## config.mk

```make
export PLATFORM = sky130hd
export DESIGN_NAME = ms_arbiter
export DESIGN_NICKNAME = d
export VERILOG_FILES = /design/src/rtl/ms_arbiter.sv
export SDC_FILE = /design/constraint.sdc
export NUM_CORES = 1
export LEC_CHECK = 0
export CAP_MARGIN = 20
export CELL_PAD_IN_SITES_DETAIL_PLACEMENT = 0
export CELL_PAD_IN_SITES_GLOBAL_PLACEMENT = 2
export CORE_ASPECT_RATIO = 1.1
export CORE_UTILIZATION = 23
export DETAILED_ROUTE_END_ITERATION = 7
export GPL_ROUTABILITY_DRIVEN = 0
export HOLD_SLACK_MARGIN = 0.12
export PLACE_DENSITY_LB_ADDON = 0.1
export SYNTH_ARGS = -nofsm -noshare
export SYNTH_HDL_FRONTEND = slang
export SYNTH_SLANG_ARGS = --single-unit
```

## constraint.sdc

```tcl
create_clock -name clk -period 1.56 [get_ports clk]
set_input_delay 0.468 -clock clk [delete_from_list [all_inputs] [get_ports clk]]
set_output_delay 0.468 -clock clk [all_outputs]
set_load 0.02 [all_outputs]
```

## src/rtl/ms_arbiter.sv

```systemverilog
// ms_arbiter: two-requester round-robin write arbiter driving a single slave port.
// Optional XFER timeout is enabled by defining ARB_TIMEOUT_EN (parameter TO_CYCLES).
// Without ARB_TIMEOUT_EN a transfer waits for s_ready indefinitely and err0/err1 stay 0.
module ms_arbiter #(
    parameter int unsigned ADDR_W    = 4,
    parameter int unsigned DATA_W    = 8,
    parameter int unsigned TO_CYCLES = 15
) (
    input  logic              clk,
    input  logic              rst,
    input  logic              req0,
    input  logic              req1,
    input  logic [ADDR_W-1:0] addr0,
    input  logic [ADDR_W-1:0] addr1,
    input  logic [DATA_W-1:0] data0,
    input  logic [DATA_W-1:0] data1,
    output logic              gnt0,
    output logic              gnt1,
    output logic              done0,
    output logic              done1,
    output logic              err0,
    output logic              err1,
    output logic [ADDR_W-1:0] m_addr,
    output logic [DATA_W-1:0] m_data,
    output logic              m_valid,
    input  logic              s_ready
);

    localparam logic [1:0] IDLE = 2'd0;
    localparam logic [1:0] XFER = 2'd1;
    localparam logic [1:0] DONE = 2'd2;

    logic [1:0]        state, state_nxt;
    logic              rr, rr_nxt;
    logic              gnt0_nxt, gnt1_nxt;
    logic              done0_nxt, done1_nxt;
    logic              err0_nxt, err1_nxt;
    logic              m_valid_nxt;
    logic [ADDR_W-1:0] m_addr_nxt;
    logic [DATA_W-1:0] m_data_nxt;
    logic              sel;

`ifdef ARB_TIMEOUT_EN
    localparam int unsigned CNT_W = $clog2(TO_CYCLES + 1);
    logic [CNT_W-1:0] to_cnt, to_cnt_nxt;
`else
    logic unused_to_cycles;
    assign unused_to_cycles = (TO_CYCLES != 0);
`endif

    // Requester selection: rr breaks ties only when both are requesting.
    assign sel = (req0 && req1) ? rr : req1;

    // State and registered outputs.
    always_ff @(posedge clk or posedge rst) begin
        if (rst) begin
            state   <= IDLE;
            rr      <= 1'b0;
            gnt0    <= 1'b0;
            gnt1    <= 1'b0;
            done0   <= 1'b0;
            done1   <= 1'b0;
            err0    <= 1'b0;
            err1    <= 1'b0;
            m_valid <= 1'b0;
            m_addr  <= '0;
            m_data  <= '0;
`ifdef ARB_TIMEOUT_EN
            to_cnt  <= '0;
`endif
        end else begin
            state   <= state_nxt;
            rr      <= rr_nxt;
            gnt0    <= gnt0_nxt;
            gnt1    <= gnt1_nxt;
            done0   <= done0_nxt;
            done1   <= done1_nxt;
            err0    <= err0_nxt;
            err1    <= err1_nxt;
            m_valid <= m_valid_nxt;
            m_addr  <= m_addr_nxt;
            m_data  <= m_data_nxt;
`ifdef ARB_TIMEOUT_EN
            to_cnt  <= to_cnt_nxt;
`endif
        end
    end

    // Next-state and next-output logic.
    always_comb begin
        state_nxt   = state;
        rr_nxt      = rr;
        gnt0_nxt    = gnt0;
        gnt1_nxt    = gnt1;
        done0_nxt   = 1'b0;
        done1_nxt   = 1'b0;
        err0_nxt    = 1'b0;
        err1_nxt    = 1'b0;
        m_valid_nxt = 1'b0;
        m_addr_nxt  = m_addr;
        m_data_nxt  = m_data;
`ifdef ARB_TIMEOUT_EN
        to_cnt_nxt  = to_cnt;
`endif
        case (state)
            IDLE: begin
                gnt0_nxt = 1'b0;
                gnt1_nxt = 1'b0;
                if (req0 || req1) begin
                    state_nxt   = XFER;
                    gnt0_nxt    = ~sel;
                    gnt1_nxt    = sel;
                    m_valid_nxt = 1'b1;
                    m_addr_nxt  = sel ? addr1 : addr0;
                    m_data_nxt  = sel ? data1 : data0;
`ifdef ARB_TIMEOUT_EN
                    to_cnt_nxt  = '0;
`endif
                end
            end
            XFER: begin
                m_valid_nxt = 1'b1;
                if (s_ready) begin
                    // Accepted: pulse done, hand priority to the other requester.
                    state_nxt   = DONE;
                    m_valid_nxt = 1'b0;
                    done0_nxt   = gnt0;
                    done1_nxt   = gnt1;
                    rr_nxt      = gnt0;
`ifdef ARB_TIMEOUT_EN
                end else if (to_cnt == CNT_W'(TO_CYCLES - 1)) begin
                    // Slave never answered: end the transfer with an error.
                    state_nxt   = DONE;
                    m_valid_nxt = 1'b0;
                    done0_nxt   = gnt0;
                    done1_nxt   = gnt1;
                    err0_nxt    = gnt0;
                    err1_nxt    = gnt1;
                    rr_nxt      = gnt0;
                    to_cnt_nxt  = CNT_W'(TO_CYCLES);
                end else begin
                    to_cnt_nxt  = to_cnt + CNT_W'(1);
`endif
                end
            end
            DONE: begin
                state_nxt = IDLE;
                gnt0_nxt  = 1'b0;
                gnt1_nxt  = 1'b0;
            end
            default: begin
                state_nxt = IDLE;
                gnt0_nxt  = 1'b0;
                gnt1_nxt  = 1'b0;
            end
        endcase
    end

endmodule

```

---- Yosys cells after proc, flatten, opt, wreduce, memory -nomap -nowiden ----
Index checks and enable logic that the tools add are counted.
word-level totals
  flip-flop bits (word level) ............. 20
  latch bits .............................. 0
  RAM bits ................................ 0
  bits in read-only memories .............. 0
  bits of input ports ..................... 29
  output and inout port bits .............. 19
  logic and storage cells ................. 36
  memories kept ........................... 0
operators by class
  add/subtract/negate cells ............... 0
  multipliers ............................. 0
  div/mod/pow operators ................... 0
  magnitude comparators ................... 0
  eq/ne operators ......................... 3
  shift-type cells ........................ 0
  muxes and demuxes ....................... 17
  bitwise operators ....................... 1
  reductions and logical operators ........ 6
operator list
  cell                                                                    number
  1-bit 2-to-1 mux                                                        9
  8-bit 2-to-1 mux                                                        1
  1-bit case mux with 2 select lines                                      3
  2-bit AND reduction                                                     3
  2-bit 2-to-1 mux                                                        2
  4-bit 2-to-1 mux                                                        1
  2-bit inequality test (second input constant)                           2
  2-bit case mux with 2 select lines                                      1
  2-bit by 1-bit equality test with 1-bit output (second input constant)  1
  2-bit logical NOT                                                       1
  1-bit logical AND                                                       1
  1-bit logical OR                                                        1
  1-bit NOT                                                               1

---- Depth between registers and ports, before layout ----
Gate-level depths: netlist of the first run.
  depth after elaboration ................. 5
  mapped depth ............................ 5
  mapped depth without buffers ............ 3

---- Worst setup path after synthesis of the first run ----
Ideal clock, no wire load.
  kind .................................... input to register
  from .................................... in req1
  to ...................................... reg m_addr[0]
  setup time .............................. 0.081 ns
  arrival ................................. 1.221 ns
  required time ........................... 1.479 ns
  setup slack ............................. 0.257 ns
  cell stages on the path ................. 5
  path buffers ............................ 2
  cells stage by stage .................... or2_4 -> and2_4 -> buf_6 -> buf_6 -> a31oi_2
between the ends
  word-level cells in the longest chain between the ends .. 3
  elaborated cells between the ends (all ways) .. 5
  those cells by class .................... mux (2); reduce/logical (3)
ends and longest elaborated chain
  what                  line  RTL
  start, declared       12    input logic req1,
  1-bit logical AND     52    assign sel = (req0 && req1) ? rr : req1;
  1-bit 2-to-1 mux      52
  4-bit 2-to-1 mux      114   m_addr_nxt = sel ? addr1 : addr0;
  end signal, assigned  81    m_addr <= m_addr_nxt;
  end, declared         23    output logic [ADDR_W-1:0] m_addr,
Several ways; a longest one is shown, not always the timed one.
A chain may end at the register's enable or synchronous reset.

---- Worst setup path in the final report of the first run ----
  from .................................... in req1
  to ...................................... reg gnt0
between the ends
  word-level cells in the longest chain between the ends .. 5
  elaborated cells between the ends (all ways) .. 6
  those cells by class .................... mux (3); bitwise (1); reduce/logical (2)
ends and longest elaborated chain
  what                                    line  RTL
  1-bit logical AND                       52
  1-bit 2-to-1 mux                        52
  1-bit NOT                               111   gnt0_nxt = ~sel;
  1-bit 2-to-1 mux (*)                    109   if (req0 || req1) begin
  1-bit case mux with 2 select lines (*)  105   case (state)
  end signal, assigned                    74    gnt0 <= gnt0_nxt;
  end, declared                           17    output logic gnt0,
Mark *: on every way between the ends. The rest lies on a longest branch, timed or not.

==> results.ini, run 1 <==
[yosys]
yosysWarnings = 0
synth_area_mm2 = 0.001007
yosys.cell_types.count = 24
synth_xor_area_share_pct = 0
synth_top_flop_cell = dfrtp_1
synth_edf_count = 0
synth_top_family_by_area = compound AO/OA/AOI/OAI gates
synth_seq_cells = 20
synthAdderAreaFrac_pct = 0
synthMuxAreaShare_pct = 1.118
syn_area_per_cell_um2 = 10.17
synth_seq_area_share_pct = 49.69
synth-async-reset-ratio_pct = 100.0
yosys.area_share.simple_pct = 13.29
synth_compound_area_share_pct = 28.45
synthCells = 99

[routing]
drt_wl_total_um = 2801
drc = 0
postRouteAntennaNets = 0
vias_per_cell = 4.564
dr.pass1.iters = 4
routedWlPerCell_um = 13.87
vias = 922
dr.first_iter.drc_count = 40

[critical_path]
cpLargestDelayFamily = simple AND/OR/NAND/NOR gates
path_class = input port to flop
cp-start-kind = input port
crit_path_cell_trace = clkdlybuf4s50_1 > or2_4 > and2_4 > a22o_1
cp.arrival_ps = 1680
required_ps = 1700
slowest_stage = clkdlybuf4s50_1
path_buf_inv = 1
endpoint_kind = flop
slowest_delay_ps = 470
path_max_fanout = 15

[floorplanning]
start_util_pct = 24.66
die_area_mm2 = 0.004648
rows = 24
coreArea_mm2 = 0.004084
die_w_um = 65.10
io_pins = 48
dieHeight_um = 71.41

[timing]
finalCritPeriodShare_pct = 98.38
period_minus_slack_ps = 1535
finalSetupTns_ps = 0
drv_slew = 0
skew_ps = 1.003
rsz0062_at_grt = true
hold_slack_ps = 459.7
setup_viol = 0
fmax_ghz = 0.6516
hold_viol = 0

[power]
seq_power_share_pct = 34.0
clkPwrFrac_pct = 14.7
p_per_area_mw_per_mm2 = 1632
pwr-share-comb_pct = 51.4
power.leakage_nw = 0.6867
switching_share_pct = 40.34
p_sw_mw = 1.065
p_int_mw = 1.575
ir_drop_uv = 491.7

[status]
status = complete, no violations

[cts]
numClockSinks = 20
postCtsSetupBuffers = 0
clock_tree.root_cell = clkbuf_8
path_clk_slew_ps = 70
cts_buffer_depth = 2
clk_latency_ps = 250
cts_tree = yes
cts_made_buffers = 3
htreeDepth = 1

[layout]
nNetsFinal = 180
drive_gt1_share_pct = 20.00
n_antenna_cell = 0
area_growth_pct = 60.62
seq_area_um2 = 500.5
fillers = 443
fin_util_pct = 39.61
multiInputGateArea_um2 = 449.2

[global_routing]
overflow = 0
antenna_found_initial = 0
grt_usage_pct = 13.03
grt_pass1_vias = 993
grt_max_degree = 21
grt_pass1_wl_um = 4623

[place]
hpwl_um = 2126
io_buffers = 45

[job]
maxCapViolCount = 0

[min_path]
hold_path_class = flop to flop

[placed cells by master (no fill, tap or decap), types with 2 or more instances in the layout]
cell type         n
a21o_1            2
a21oi_1          11
a21oi_2           2
a31oi_1           2
a31oi_2          10
and3_1            2
buf_12            2
buf_4             9
clkbuf_8          4
clkdlybuf4s50_1  28
conb_1            2
dfrtp_1          20
dlygate4sd2_1    17
inv_1             3
nand2_1           2
nand3_1          12
o21ai_0          11
[final cells by class]
type	instances	area share, %
inverter	3	0.6961
multi-input combinational	67	27.76
clock buffer	4	3.403
tap	52	4.022
sequential	20	30.94
timing repair buffer	56	33.18
[cells in the mapped netlist (2+ instances only)]
| library cell | n | area, um^2 |
|---|---|---|
| nand3_1 | 12 | 60.06 |
| buf_4 | 2 | 15.01 |
| a31oi_2 | 10 | 125.1 |
| a31oi_1 | 2 | 12.51 |
| a21o_1 | 2 | 15.01 |
| clkbuf_1 | 6 | 22.52 |
| o21ai_0 | 12 | 60.06 |
| inv_1 | 3 | 11.26 |
| buf_6 | 2 | 22.52 |
| and3_1 | 2 | 12.51 |
| a21oi_1 | 13 | 65.06 |
| dfrtp_1 | 20 | 500.5 |
| nand2_1 | 2 | 7.510 |
[metal layers]
metal	vias up	GRT usage, %	wire, um
met3	2	2.866	130
met1	440	14.71	1189
met5	-	0	0
li1	454	-	-
met4	0	2.899	12
met2	26	24.65	1469
[stage by stage]
stage          instances  total power [mW]  instance area (um^2)  setup slack [ps]
3_5_place_dp         198             2.420                  1574            -240.3
2_1_floorplan        100             1.751                  1011             257.4
5_1_grt              202             2.823                  1618            -7.968
3_3_place_gp         198             2.408                  1574            -220.0
6_report             202             2.641                  1618             25.29
4_1_cts              202             2.665                  1608             23.85
[what timing repair did]
item,4_1_cts,5_1_grt
hold buffers,0,0
resized for setup,17,4
setup endpoints to repair,17,10
pin swaps,0,0
hold endpoints to repair,0,0
[path summary, 6_finish.rpt]
| path | start | slack [ps] | end | cells past startpoint |
|---|---|---|---|---|
| worst max-delay path | req1 | 30 | gnt0$_DFFE_PP0P_ | 4 |
| worst min-delay path | state[1]$_DFFE_PP0P_ | 460 | gnt1$_DFFE_PP0P_ | 1 |
| worst max register to register | state[1]$_DFFE_PP0P_ | 250 | rr$_DFFE_PP0P_ | 3 |
| worst min register to register | state[1]$_DFFE_PP0P_ | 460 | gnt1$_DFFE_PP0P_ | 1 |
| max in group asynchronous | rst | 810 | m_data[3]$_DFFE_PP0P_ | 3 |
| min in group asynchronous | rst | 540 | m_data[2]$_DFFE_PP0P_ | 3 |
[power groups by stage]
stage          Sequential (mW)  Combinational (mW)  Clock [mW]
5_1_grt                  0.934                1.47       0.421
6_report                 0.897                1.36       0.387
4_1_cts                  0.896                1.37       0.402
2_1_floorplan             1.13               0.619           0
3_3_place_gp             0.912                1.50           0
3_5_place_dp             0.908                1.51           0
[cell families after synthesis]
family                 Yosys count
AOI/OAI and AO/OA               40
buffers and inverters           13
DFF                             20
muxes                            1
other                            1
and+or+nand+nor                 24
[worst reg2reg max path, delay by kind of cell (launching register included)]
family,cells,cell delay (ps)
flip-flops,1,400
multiplexers,1,320
AND/OR/NAND/NOR,2,470
[registers in the layout, indices dropped and copies added (netlist names)]
name / count
done0: 1
rr: 1
m_valid: 1
done1: 1
m_data: 8
state: 2
gnt0: 1
gnt1: 1
m_addr: 4
(Power assumes the default switching activity.)
==> inputs of run 2 (changes only) <==
==> constraint.sdc (replaced) <==
create_clock -name clk -period 1.56 [get_ports clk]
set_input_delay 0.468 -clock clk [delete_from_list [all_inputs] [get_ports clk]]
set_output_delay 0.468 -clock clk [all_outputs]
set_load 0.01 [all_outputs]
==> run 2 against run 1 <==
  * Power is 5.2% lower
  * Register-to-register slack hardly changed
  * Critical path depth stayed put
  * Sequential share of layout area is 0.14 points lower
  * Clock skew hardly changed
  * Global-route usage is 0.067 points higher
  * Cell count is 0.50% higher
  * Highest routed layer unchanged
  * Clock power hardly changed
  * Largest cell class unchanged
  * Combinational power is 10% lower
  * Critical endpoint unchanged
  * Non-clock buffer count is 1 higher
  * Sequential power is 0.4% lower
  * Via count is 0.98% higher
==> results.ini, run 2 (same netlist as run 1, synthesis figures left out) <==
[status]
status = complete, no violations

[cts]
cts_made_buffers = 3
htreeDepth = 1
cts_tree = yes
clk_latency_ps = 250
clock_tree.root_cell = clkbuf_8
path_clk_slew_ps = 70
numClockSinks = 20
ctsHoldBuffers = 0
cts_buffer_depth = 2

[global_routing]
grt_pass1_vias = 997
grt_use_met2_pct = 24.77
overflow = 0
grt_pass1_wl_um = 4636
met1_usage_pct = 14.81
top_usage_layer = met2
met3_usage_pct = 2.866
antenna_found_initial = 0
grt_usage_pct = 13.10
grt_max_degree = 21

[layout]
n_antenna_cell = 0
area_growth_pct = 61.37
drive_gt1_share_pct = 20.53
nNetsFinal = 181
regMostFlops = m_data
fillers = 443
reg.largest.list = m_data x8, m_addr x4, state x2
instances_no_fill = 203
largest_reg_flops = 8
layout_common_cells = 28 x clkdlybuf4s50_1, 20 x dfrtp_1, 17 x dlygate4sd2_1
final_common_cell = clkdlybuf4s50_1

[floorplanning]
start_util_pct = 24.66
coreArea_mm2 = 0.004084
dieHeight_um = 71.41
rows = 24
die_area_mm2 = 0.004648
io_pins = 48
die_w_um = 65.10

[critical_path]
path_class = input port to flop
path_max_fanout = 15
required_ps = 1700
slowest_stage = clkdlybuf4s50_1
endpoint_kind = flop
cp.arrival_ps = 1680
slowest_delay_ps = 470
cp-start-kind = input port
crit_path_cell_trace = clkdlybuf4s50_1 > or2_4 > and2_4 > a22o_1

[job]
maxCapViolCount = 0

[min_path]
hold_path_class = flop to flop

[place]
io_buffers = 45
dpl_worst_slack_ps = -240.3
dp_cells = 198
hpwl_um = 2126

[timing]
finalCritPeriodShare_pct = 98.39
rsz0062_at_grt = true
hold_slack_ps = 459.7
skew_ps = 0.8328
period_minus_slack_ps = 1535
hold_viol = 0
worst_slack_ps = 25.17
fmax_ghz = 0.6515
drv_slew = 0
setup_viol = 0
finalSetupTns_ps = 0

[routing]
dr.first_iter.drc_count = 44
vias_per_cell = 4.586
drc = 0
vias = 931
postRouteAntennaNets = 0
drt_wl_total_um = 2820
routedWlPerCell_um = 13.89
dr.pass1.iters = 4

[power]
power.leakage_nw = 0.6918
p_per_area_mw_per_mm2 = 1540
ir_drop_uv = 444.3

-- run 2: changes by cell type in the layout (fill, tap and decap cells not counted) --
cell	previous run	this run
buf_4	9	10
-- run 2: per-layer routing --
| layer | up-vias | part of all wire [%] | wire [um] |
|---|---|---|---|
| met2 | 30 | 52 | 1480 |
| li1 | 456 | - | - |
| met4 | 0 | 0.43 | 12 |
| met1 | 443 | 42 | 1185 |
| met5 | - | 0 | 0 |
| met3 | 2 | 5.0 | 141 |
-- run 2: timing repair --
| item | CTS | global route |
|---|---|---|
| buffers inserted | 1 | 0 |
| endpoints found under the setup margin | 17 | 10 |
| gates resized for setup | 17 | 4 |
-- run 2: layout make-up --
type,count,area [um^2],area share (%)
Multi-Input combinational cell,67,449.2,27.64
Timing Repair Buffer,57,544.3,33.49
Inverter,3,11.26,0.6928
Sequential cell,20,500.5,30.79
Clock buffer,4,55.05,3.387
Tap cell,52,65.06,4.003
-- run 2: worst paths after layout --
kind                                           start                     to  slack (ps)  depth (start not counted)
worst min-delay path            state[1]$_DFFE_PP0P_       gnt1$_DFFE_PP0P_         460                          1
min in group asynchronous                        rst  m_data[2]$_DFFE_PP0P_         540                          3
worst max-delay path                            req1       gnt0$_DFFE_PP0P_          30                          4
worst max register to register  state[1]$_DFFE_PP0P_         rr$_DFFE_PP0P_         250                          3
worst min register to register  state[1]$_DFFE_PP0P_       gnt1$_DFFE_PP0P_         460                          1
max in group asynchronous                        rst  m_data[3]$_DFFE_PP0P_         810                          3
-- run 2: per-stage QoR --
stage                     total power, mW  area (um^2)  util, %
after floorplan                     1.596         1011        -
after global placement              2.248         1574    38.54
after detailed placement            2.260         1574    38.54
after CTS                           2.525         1615    39.55
after global routing                2.683         1625    39.80
final                               2.503         1625    39.80
-- run 2: power by group --
group / switching [mW] / internal (mW) / leakage (nW)
Sequential: 0.137 / 0.755 / 0.237
Clock: 0.164 / 0.224 / 0.0288
Combinational: 0.613 / 0.610 / 0.426
Total: 0.914 / 1.59 / 0.692
-- run 2: worst max-delay path: cells and delay by family --
family	cells	cell delay, ps
simple gates	2	520
compound gates	1	220
buf+inv	1	470
